===== config.mk =====
export PLATFORM = sky130hd
export DESIGN_NAME = pr_shutdown_axis_mc
export DESIGN_NICKNAME = d
export VERILOG_FILES = /design/src/rtl/pr_shutdown_axis_mc.sv
export SDC_FILE = /design/constraint.sdc
export NUM_CORES = 1
export LEC_CHECK = 0
export ABC_CLOCK_PERIOD_IN_PS = 2520
export CAP_MARGIN = 15
export CORE_ASPECT_RATIO = 1.2
export CORE_MARGIN = 2
export CORE_UTILIZATION = 33
export DETAILED_ROUTE_END_ITERATION = 16
export PLACE_DENSITY_LB_ADDON = 0.15
export SETUP_SLACK_MARGIN = 0.3
export SYNTH_ARGS = -nofsm -noshare
export SYNTH_HDL_FRONTEND = slang
export SYNTH_SLANG_ARGS = --single-unit

===== constraint.sdc =====
create_clock -name clk -period 2.52 [get_ports clk]
set_input_delay 0.504 -clock clk [delete_from_list [all_inputs] [get_ports clk]]
set_output_delay 0.504 -clock clk [all_outputs]
set_load 0.01 [all_outputs]

===== src/rtl/pr_shutdown_axis_mc.sv =====
// Multi-channel packet-aware AXI-Stream decoupler for partial reconfiguration.
// Passes N streams combinationally and gates each one at a packet boundary on shutdown.
module pr_shutdown_axis_mc #(
  parameter int C_NUM_CHANNELS     = 2,
  parameter int C_AXIS_TDATA_WIDTH = 32,
  parameter int C_AXIS_TUSER_WIDTH = 1,
  parameter int C_AXIS_HAS_TLAST   = 1,
  parameter int C_TIMEOUT_CYCLES   = 1024,
  parameter int C_SINK_ON_SHUTDOWN = 1
) (
  input  logic                                             clk,
  input  logic                                             rst,
  input  logic                                             shutdown_req,
  output logic                                             shutdown_ack,
  output logic                                             shutdown_timeout,
  input  logic [C_NUM_CHANNELS*C_AXIS_TDATA_WIDTH-1:0]     s_axis_tdata,
  input  logic [C_NUM_CHANNELS*C_AXIS_TDATA_WIDTH/8-1:0]   s_axis_tkeep,
  input  logic [C_NUM_CHANNELS*C_AXIS_TUSER_WIDTH-1:0]     s_axis_tuser,
  input  logic [C_NUM_CHANNELS-1:0]                        s_axis_tlast,
  input  logic [C_NUM_CHANNELS-1:0]                        s_axis_tvalid,
  output logic [C_NUM_CHANNELS-1:0]                        s_axis_tready,
  output logic [C_NUM_CHANNELS*C_AXIS_TDATA_WIDTH-1:0]     m_axis_tdata,
  output logic [C_NUM_CHANNELS*C_AXIS_TDATA_WIDTH/8-1:0]   m_axis_tkeep,
  output logic [C_NUM_CHANNELS*C_AXIS_TUSER_WIDTH-1:0]     m_axis_tuser,
  output logic [C_NUM_CHANNELS-1:0]                        m_axis_tlast,
  output logic [C_NUM_CHANNELS-1:0]                        m_axis_tvalid,
  input  logic [C_NUM_CHANNELS-1:0]                        m_axis_tready
);

  localparam int N      = C_NUM_CHANNELS;
  localparam int TW_RAW = $clog2(C_TIMEOUT_CYCLES + 1);
  localparam int TW     = (TW_RAW < 1) ? 1 : TW_RAW;
  localparam logic [TW-1:0] TIMER_LOAD = TW'(C_TIMEOUT_CYCLES);
  localparam bit TIMER_EN = (C_TIMEOUT_CYCLES != 0);
  localparam bit SINK_EN  = (C_SINK_ON_SHUTDOWN != 0);
  localparam bit HAS_LAST = (C_AXIS_HAS_TLAST != 0);

  // OFF is the only encoding with bit 1 set, so the ack is a bare flop output.
  localparam logic [1:0] ST_RUN   = 2'b00;
  localparam logic [1:0] ST_DRAIN = 2'b01;
  localparam logic [1:0] ST_OFF   = 2'b10;

  logic [1:0]    state, state_nxt;
  logic [TW-1:0] timer, timer_nxt;
  logic          timeout_q, timeout_nxt;
  logic [N-1:0]  pass_pkt, pass_upd, pass_d;
  logic [N-1:0]  sink_pkt, sink_upd, sink_d;
  logic [N-1:0]  open, sinking, tlast_eff, m_xfer, s_sink;
  logic          st_run, st_drain, st_off;

  assign st_run   = (state == ST_RUN);
  assign st_drain = (state == ST_DRAIN);
  assign st_off   = (state == ST_OFF);

  assign tlast_eff = HAS_LAST ? s_axis_tlast : '1;

  assign open    = {N{!rst}} & (({N{st_run}} & ~sink_pkt) | ({N{st_drain}} & pass_pkt));
  assign sinking = {N{SINK_EN && !rst}} & ({N{st_off}} | ({N{st_run}} & sink_pkt));

  // Data fields are never gated; only the handshake decides whether a beat moves.
  assign m_axis_tdata  = s_axis_tdata;
  assign m_axis_tkeep  = s_axis_tkeep;
  assign m_axis_tuser  = s_axis_tuser;
  assign m_axis_tlast  = s_axis_tlast;
  assign m_axis_tvalid = open & s_axis_tvalid;
  assign s_axis_tready = (open & m_axis_tready) | sinking;

  assign m_xfer = m_axis_tvalid & m_axis_tready;
  assign s_sink = sinking & s_axis_tvalid;

  // Packet-position tracking after this cycle's transfers.
  assign pass_upd = HAS_LAST ? ((pass_pkt & ~m_xfer) | (m_xfer & ~tlast_eff)) : '0;
  assign sink_upd = SINK_EN  ? ((sink_pkt & ~s_sink) | (s_sink & ~tlast_eff)) : '0;

  assign shutdown_ack     = state[1];
  assign shutdown_timeout = timeout_q;

  // NOTE: every output of this block is defaulted first, so no path leaves one unassigned and no latch is inferred.
  always_comb begin
    state_nxt   = state;
    timer_nxt   = timer;
    timeout_nxt = timeout_q;
    pass_d      = pass_upd;
    sink_d      = sink_upd;
    case (state)
      ST_RUN: begin
        if (shutdown_req) begin
          state_nxt   = ST_DRAIN;
          timer_nxt   = TIMER_LOAD;
          timeout_nxt = 1'b0;
        end
      end
      ST_DRAIN: begin
        if (!shutdown_req) begin
          state_nxt = ST_RUN;
        end else if (pass_upd == '0) begin
          state_nxt = ST_OFF;
        end else if (TIMER_EN && (timer == TW'(1))) begin
          // Forced close: unfinished packets are swallowed on the S side until their tlast.
          state_nxt   = ST_OFF;
          timeout_nxt = 1'b1;
          sink_d      = SINK_EN ? pass_upd : '0;
          pass_d      = '0;
        end else if (TIMER_EN) begin
          timer_nxt = timer - TW'(1);
        end
      end
      ST_OFF: begin
        if (!shutdown_req) state_nxt = ST_RUN;
      end
      default: state_nxt = ST_RUN;
    endcase
  end

  // NOTE: registers take non-blocking assignments so every flop samples pre-edge values regardless of statement order.
  always_ff @(posedge clk) begin
    if (rst) begin
      state     <= ST_RUN;
      timer     <= '0;
      timeout_q <= 1'b0;
      pass_pkt  <= '0;
      sink_pkt  <= '0;
    end else begin
      state     <= state_nxt;
      timer     <= timer_nxt;
      timeout_q <= timeout_nxt;
      pass_pkt  <= pass_d;
      sink_pkt  <= sink_d;
    end
  end

endmodule


==> results of run 1 <==
[registers in the layout, indices dropped and copies added (netlist names)]
| signal | flops |
|---|---|
| timer | 11 |
| pass_pkt | 2 |
| sink_pkt | 2 |
| state | 2 |
| shutdown_timeout | 1 |
[worst max path at each step]
| stage | from | to | slack [ns] | cells after the start |
|---|---|---|---|---|
| 3_3_place_gp | rst | m_axis_tvalid[0] | -0.03 | 4 |
| 5_1_grt | m_axis_tready[0] | timer[2] | 0.31 | 6 |
| 6_report | s_axis_tvalid[1] | shutdown_timeout | 0.38 | 6 |
| 3_5_place_dp | rst | timer[2] | -0.06 | 6 |
| 4_1_cts | m_axis_tready[0] | timer[2] | 0.32 | 6 |
| 2_1_floorplan | rst | timer[0] | 0.68 | 5 |
[synthesized netlist by cell type (all sizes together), types with 2 or more instances]
library cell   n
a211oi         3
a21oi          6
a31oi          2
a32o           3
and2           3
and4           2
and4bb         2
buf           79
clkbuf         2
dfxtp         18
ha             2
inv            6
mux2           4
nand2          6
nand2b         5
nand3          7
nand4          3
nor2          17
nor2b          4
nor3           4
nor4           3
o2111a         3
o211ai         2
o21ai          3
o311ai         3
o41ai          3
or3            2
[critical path, cell delays in order]
cell and delay, ns:
clkdlybuf4s50_1 0.53, and4bb_2 0.27, o2111ai_2 0.21, o211a_4 0.23, or4_1 0.51, nand2_1 0.07
[timing repair]
item | 4_1_cts | 5_1_grt
setup endpoints to repair | 15 | 13
resized for setup | 7 | 7
pin swaps | 0 | 3
[cell type report]
| cell class | instances | area share |
|---|---|---|
| Clock buffer | 3 | 0.0269 |
| Inverter | 6 | 0.0163 |
| Multi-Input combinational cell | 107 | 0.515 |
| Sequential cell | 18 | 0.236 |
| Tap cell | 60 | 0.0489 |
| Timing Repair Buffer | 27 | 0.156 |
[cell usage in the layout (no fill, tap or decap), types with 4 or more instances in the layout]
cell	instances
a21oi_1	6
buf_4	11
clkdlybuf4s50_1	11
dfxtp_1	16
dlygate4sd2_1	4
inv_1	5
mux2_1	4
nand2_1	5
nand2b_1	5
nand3_1	5
nor2_1	15
nor2b_1	4
nor3_1	4
[metal layers]
layer	wire, um	up-vias	global-route usage
li1	-	576	-
met1	1530	592	0.143
met2	1940	52	0.234
met3	257	8	0.0266
met4	48	0	0.0490
met5	0	-	0
[power groups by stage]
stage	combinational (mW)	clock (mW)	sequential, mW
2_1_floorplan	0.214	0	0.305
3_3_place_gp	0.156	0	0.312
3_5_place_dp	0.156	0	0.312
4_1_cts	0.155	0.203	0.306
5_1_grt	0.177	0.218	0.308
6_report	0.160	0.197	0.307
[logic make-up (layout without fill, tap and decap cells)]
logic type / after synthesis / after routing
buf+inv: 87 / 36
simple gates: 64 / 64
compound gates: 36 / 36
flops: 18 / 18
mux: 5 / 5
fa+ha+maj: 2 / 2
==> key figures, run 1 <==
Floorplan
  – Area of the core: 5010 um^2
  – Number of core rows: 28
  – Die width: 70.2 um
  – # IOs: 165
  – Die H: 83.5 um
  – Die Footprint: 5870 um^2
  – Initial core utilization: 0.347

STA
  – Final worst path period share: 0.849
  – Hold Vio Cnt, Final: 0
  – Final setup skew: 0.00299 ns
  – Final worst slack: 0.380 ns
  – Pins Over Slew Limit: 0
  – Endpoints failing setup: 0
  – Post-route minimum period: 2.14 ns
  – Worst-Margin Slew: 0.447 ns
  – Setup_tns: 0 ns
  – Hold WS: 0.475 ns
  – F_max: 0.467 GHz
  – Unrepaired setup endpoints after global routing: no
  – Slew margin rel.: 0.700

Route
  – Initial DRC count: 32
  – Initial DRT Pass Iterations: 4
  – Vias: 1228
  – Total wire length: 3780 um
  – Drt wl/cell: 17.1 um
  – Vias per inst: 5.56
  – ANT nets after route: 0
  – Drt drc: 0

Power and ir drop
  – Internal power: 0.475 mW
  – Max VDD drop: 0.000138 V
  – Total power: 0.664 mW
  – Logic pwr share: 0.241
  – Reg power frac: 0.462
  – Pwr Density: 432 nW/um^2
  – Clock power frac: 0.296
  – Psw: 0.188 mW
  – LEAKAGE: 0.611 nW
  – Switch share: 0.284

Clock network
  – Post-CTS setup buffers: 0
  – Hold buffers post-CTS: 0
  – H-tree lvl count: 1
  – Root buffer cell: clkbuf_8
  – Reg clk slew, reported paths: 0.06 ns
  – CTS tree: yes
  – Inserted Clock Buffers: 3
  – Clock tree buffer depth: 2
  – Clock Sinks: 18
  – Skew-Pair Late Insertion Delay: 0.25 ns

Hold path
  – Launch point of the worst hold path: shutdown_timeout
  – Hold Path Depth: 2
  – Hold Crit Class: flop to flop
  – Worst Hold Endpoint: shutdown_timeout

Logic synthesis
  – Mapped Nets: 297
  – Synthesis Warnings: 0
  – Cell variety after synth: 52
  – Post-synthesis simple-gate area fraction: 0.219
  – Post-synthesis register bit count: 18
  – Seq/Total Area, Yosys: 0.207
  – Post-synth top area share: 0.328
  – Post-Syn Instances: 212
  – Mux contribution to synthesized area: 0.0317
  – Post-Synth XOR/XNOR Area: 0
  – Mapped Area: 1740 um^2
  – Post-Synth Adder-Cell Area: 0.0144
  – Post-synth EDFFs: 0
  – Post-synthesis async set-or-reset flop share: 0
  – Area contributors post-synth: buf_4, dfxtp_1, nor2_1, mux2_1, nand2b_1
  – Largest family of logic cells by synthesized area: buffers and inverters
  – Syn Area/Cell: 8.20 um^2
  – Synth area leader: buf_4
  – Ys flop type: dfxtp_1
  – Compound-Gate Fraction of Synth Area: 0.168

Critical path
  – CP Class: input port to flop
  – Critical Path End Type: flop
  – Critical R2R Launch: timer[6]
  – FF-to-FF path depth: 4
  – Worst Path Max Fanout: 6
  – Worst EP required: 2.71 ns
  – CP Launch Type: input port
  – Arr. time, crit path: 2.33 ns
  – R2R Path End: shutdown_timeout
  – Reg-to-reg setup timing slack: 0.66 ns

Global routing
  – Global-route wire length before repair: 6070 um
  – Initial antenna violation count: 0
  – Largest net degree at the start of global routing: 14
  – Total GRT Usage: 0.128
  – Grt ovf: 0
  – Vias in the first global route: 1225

Cells and area
  – Fill cell count: 545
  – Util after Layout: 0.307
  – Final layout net count: 248
  – Area occupied by multi-input gates: 792 um^2
  – # diodes: 0
  – Share of cells above drive strength 1: 0.205
  – Sequential cell area: 363 um^2
  – Final Instance Area: 1540 um^2
  – Area growth syn-to-layout: -11.6%
  – Finished Layout Cells: 221

Place
  – I/O Buffers: 16
  – Routability congestion estimate from global placement: 0.765
  – Post-Place Setup Slack: -0.0649 ns
  – Placed Cells: 218
  – Dpl cell area: 1460 um^2
  – Post-DP HPWL: 2900 um

Run status
  – Outcome: complete, no violations

Run
  – Max-cap violations: 0
Power figures use the tool's default switching activity.
==> run 2: changes to the inputs <==
--- a/config.mk
+++ b/config.mk
@@ -5,11 +5,11 @@
 export SDC_FILE = /design/constraint.sdc
 export NUM_CORES = 1
 export LEC_CHECK = 0
-export ABC_CLOCK_PERIOD_IN_PS = 2520
+export ABC_CLOCK_PERIOD_IN_PS = 1800
 export CAP_MARGIN = 15
 export CORE_ASPECT_RATIO = 1.2
 export CORE_MARGIN = 2
-export CORE_UTILIZATION = 33
+export CORE_UTILIZATION = 28
 export DETAILED_ROUTE_END_ITERATION = 16
 export PLACE_DENSITY_LB_ADDON = 0.15
 export SETUP_SLACK_MARGIN = 0.3
==> constraint.sdc (replaced) <==
create_clock -name clk -period 1.8 [get_ports clk]
set_input_delay 0.36 -clock clk [delete_from_list [all_inputs] [get_ports clk]]
set_output_delay 0.36 -clock clk [all_outputs]
set_load 0.01 [all_outputs]
==> run 2 against run 1 <==
Net effect: core utilization increased by 5.3 points; highest routed layer unchanged; critical path type unchanged; largest cell class unchanged; via count is 13% higher; worst setup slack worse by 0.31 ns; combinational power up 130%.
==> key figures, run 2 (synthesized netlist as in run 1, its figures left out) <==
Clock network
  – CTS tree: yes (unchanged)
  – H-tree lvl count: 1 (unchanged)
  – Clock tree buffer depth: 2 (unchanged)
  – Hold buffers post-CTS: 0 (unchanged)
  – Reg clk slew, reported paths: 0.07 ns (was 0.06 ns)
  – Clock Sinks: 18 (unchanged)
  – Inserted Clock Buffers: 3 (unchanged)
  – Skew-Pair Late Insertion Delay: 0.26 ns (was 0.25 ns)
  – Root buffer cell: clkbuf_8 (unchanged)

Critical path
  – Worst Setup SP: rst (was s_axis_tvalid[1])
  – CP endpoint: timer[0] (was shutdown_timeout)
  – CP Launch Type: input port (unchanged)
  – CP Class: input port to flop (unchanged)
  – R2R Path End: timer[0] (was shutdown_timeout)
  – Worst Path Max Fanout: 8 (was 6)
  – Critical R2R Launch: state[1] (was timer[6])
  – FF-to-FF path depth: 6 (was 4)
  – Critical Path End Type: flop (unchanged)
  – Arr. time, crit path: 1.87 ns (was 2.33 ns)
  – Worst EP required: 1.94 ns (was 2.71 ns)
  – Reg-to-reg setup timing slack: 0.07 ns (was 0.66 ns)

Global routing
  – Initial antenna violation count: 0 (unchanged)
  – Vias in the first global route: 1406 (was 1225)
  – Global-route wire length before repair: 7250 um (was 6070 um)
  – Largest net degree at the start of global routing: 10 (was 14)
  – Grt ovf: 0 (unchanged)
  – Total GRT Usage: 0.131 (was 0.128)

Cells and area
  – Most frequent cells in the layout: buf_4, nor2_1, dfxtp_1 (was dfxtp_1, nor2_1, clkdlybuf4s50_1, buf_4, a21oi_1)
  – Final layout net count: 287 (was 248)
  – Max reg flops: 11 (unchanged)
  – Area occupied by multi-input gates: 1070 um^2 (was 792 um^2)
  – Util after Layout: 0.360 (was 0.307)
  – Reg with most FFs: timer (unchanged)
  – Area growth syn-to-layout: 24.4% (was -11.6%)
  – # diodes: 0 (unchanged)
  – Sequential cell area: 373 um^2 (was 363 um^2)
  – Share of cells above drive strength 1: 0.590 (was 0.205)
  – Commonest non-fill, non-tap cell in the layout: buf_4 (was dfxtp_1)
  – Fill cell count: 615 (was 545)

STA
  – Unrepaired setup endpoints after global routing: yes (was no)
  – F_max: 0.579 GHz
  – Post-route minimum period: 1.73 ns
  – Worst-Margin Slew: 0.364 ns (was 0.447 ns)
  – Final setup skew: 0.00429 ns (was 0.00299 ns)
  – Hold Vio Cnt, Final: 0 (unchanged)
  – Endpoints failing setup: 0 (unchanged)
  – Pins Over Slew Limit: 0 (unchanged)
  – Slew margin rel.: 0.756 (was 0.700)
  – Final worst path period share: 0.960

Route
  – Initial DRC count: 31 (was 32)
  – Drt drc: 0 (unchanged)
  – Initial DRT Pass Iterations: 4 (unchanged)
  – Total wire length: 4640 um (was 3780 um)
  – Vias per inst: 4.90 (was 5.56)
  – Vias: 1383 (was 1228)
  – ANT nets after route: 0 (unchanged)
  – Drt wl/cell: 16.4 um (was 17.1 um)

Floorplan
  – Initial core utilization: 0.289 (was 0.347)
  – # IOs: 165 (unchanged)
  – Area of the core: 6010 um^2 (was 5010 um^2)
  – Number of core rows: 31 (was 28)
  – Die H: 90.3 um (was 83.5 um)
  – Die Footprint: 6860 um^2 (was 5870 um^2)
  – Die width: 75.9 um (was 70.2 um)

Power and ir drop
  – LEAKAGE: 0.902 nW (was 0.611 nW)
  – Clock power frac: 0.267 (was 0.296)
  – Internal power: 0.753 mW (was 0.475 mW)
  – Psw: 0.340 mW (was 0.188 mW)
  – Pwr Density: 505 nW/um^2 (was 432 nW/um^2)
  – Total power: 1.09 mW (was 0.664 mW)
  – Reg power frac: 0.393 (was 0.462)
  – Logic pwr share: 0.340 (was 0.241)
  – Switch share: 0.311 (was 0.284)
  – Max VDD drop: 0.000245 V (was 0.000138 V)

Place
  – Routability congestion estimate from global placement: 0.797 (was 0.765)
  – Post-DP HPWL: 3320 um (was 2900 um)
  – I/O Buffers: 16 (unchanged)

Run
  – Max-cap violations: 0 (unchanged)

Run status
  – Outcome: complete, no violations (unchanged)

Hold path
  – Hold Crit Class: flop to flop (unchanged)
run 2: metrics by stage:
step | setup WS, ns | std cells | hold slack, ns | area [um^2] | TNS (ns)
finish | 0.0719 | 282 | 0.477 | 2160 | 0
global route | 0.0251 | 282 | 0.498 | 2160 | 0
CTS | 0.0400 | 271 | 0.488 | 1930 | 0
detailed placement | -0.498 | 265 | 0.475 | 1770 | -8.02
global placement | -0.465 | 265 | 0.482 | 1770 | -7.67
floorplan | 0.181 | 212 | 0.469 | 1840 | 0
run 2: per-layer routing:
metal,wire (um),global-route usage
met1,1830,0.146
met2,2390,0.225
met3,271,0.0350
met4,144,0.0712
met5,0,0
run 2: power groups by stage:
stage                     clock network (mW)  logic [mW]  registers (mW)
after global placement                     0       0.282           0.438
final                                  0.292       0.371           0.430
after CTS                              0.302       0.303           0.428
after floorplan                            0       0.318           0.431
after detailed placement                   0       0.283           0.438
after global routing                   0.321       0.399           0.432
run 2: layout make-up:
type                    instances  area share
flip-flops and latches         18       0.172
inverters                       6      0.0139
multi-input cells             107       0.494
clock buffers                   3      0.0191
repair buffers                 66       0.253
well taps                      82      0.0475
run 2: what timing repair did:
action | 4_1_cts | 5_1_grt
pin swaps | 11 | 20
setup endpoints to repair | 25 | 25
buffers inserted | 3 | 11
resized for setup | 53 | 38
run 2: worst min path at each step:
stage / start / endpoint / slack, ns / depth (start not counted)
finish: shutdown_timeout / shutdown_timeout / 0.48 / 2
global route: shutdown_timeout / shutdown_timeout / 0.50 / 2
CTS: shutdown_timeout / shutdown_timeout / 0.49 / 2
detailed placement: shutdown_timeout / shutdown_timeout / 0.47 / 2
global placement: shutdown_timeout / shutdown_timeout / 0.48 / 2
floorplan: shutdown_req / state[0] / 0.47 / 2
run 2: critical path, stage by stage:
cell and delay [ns]:
clkdlybuf4s15_2 0.24, and4bb_2 0.36, o2111a_2 0.26, o211ai_4 0.10
buf_12 0.16, nand3_4 0.10, mux2_4 0.30
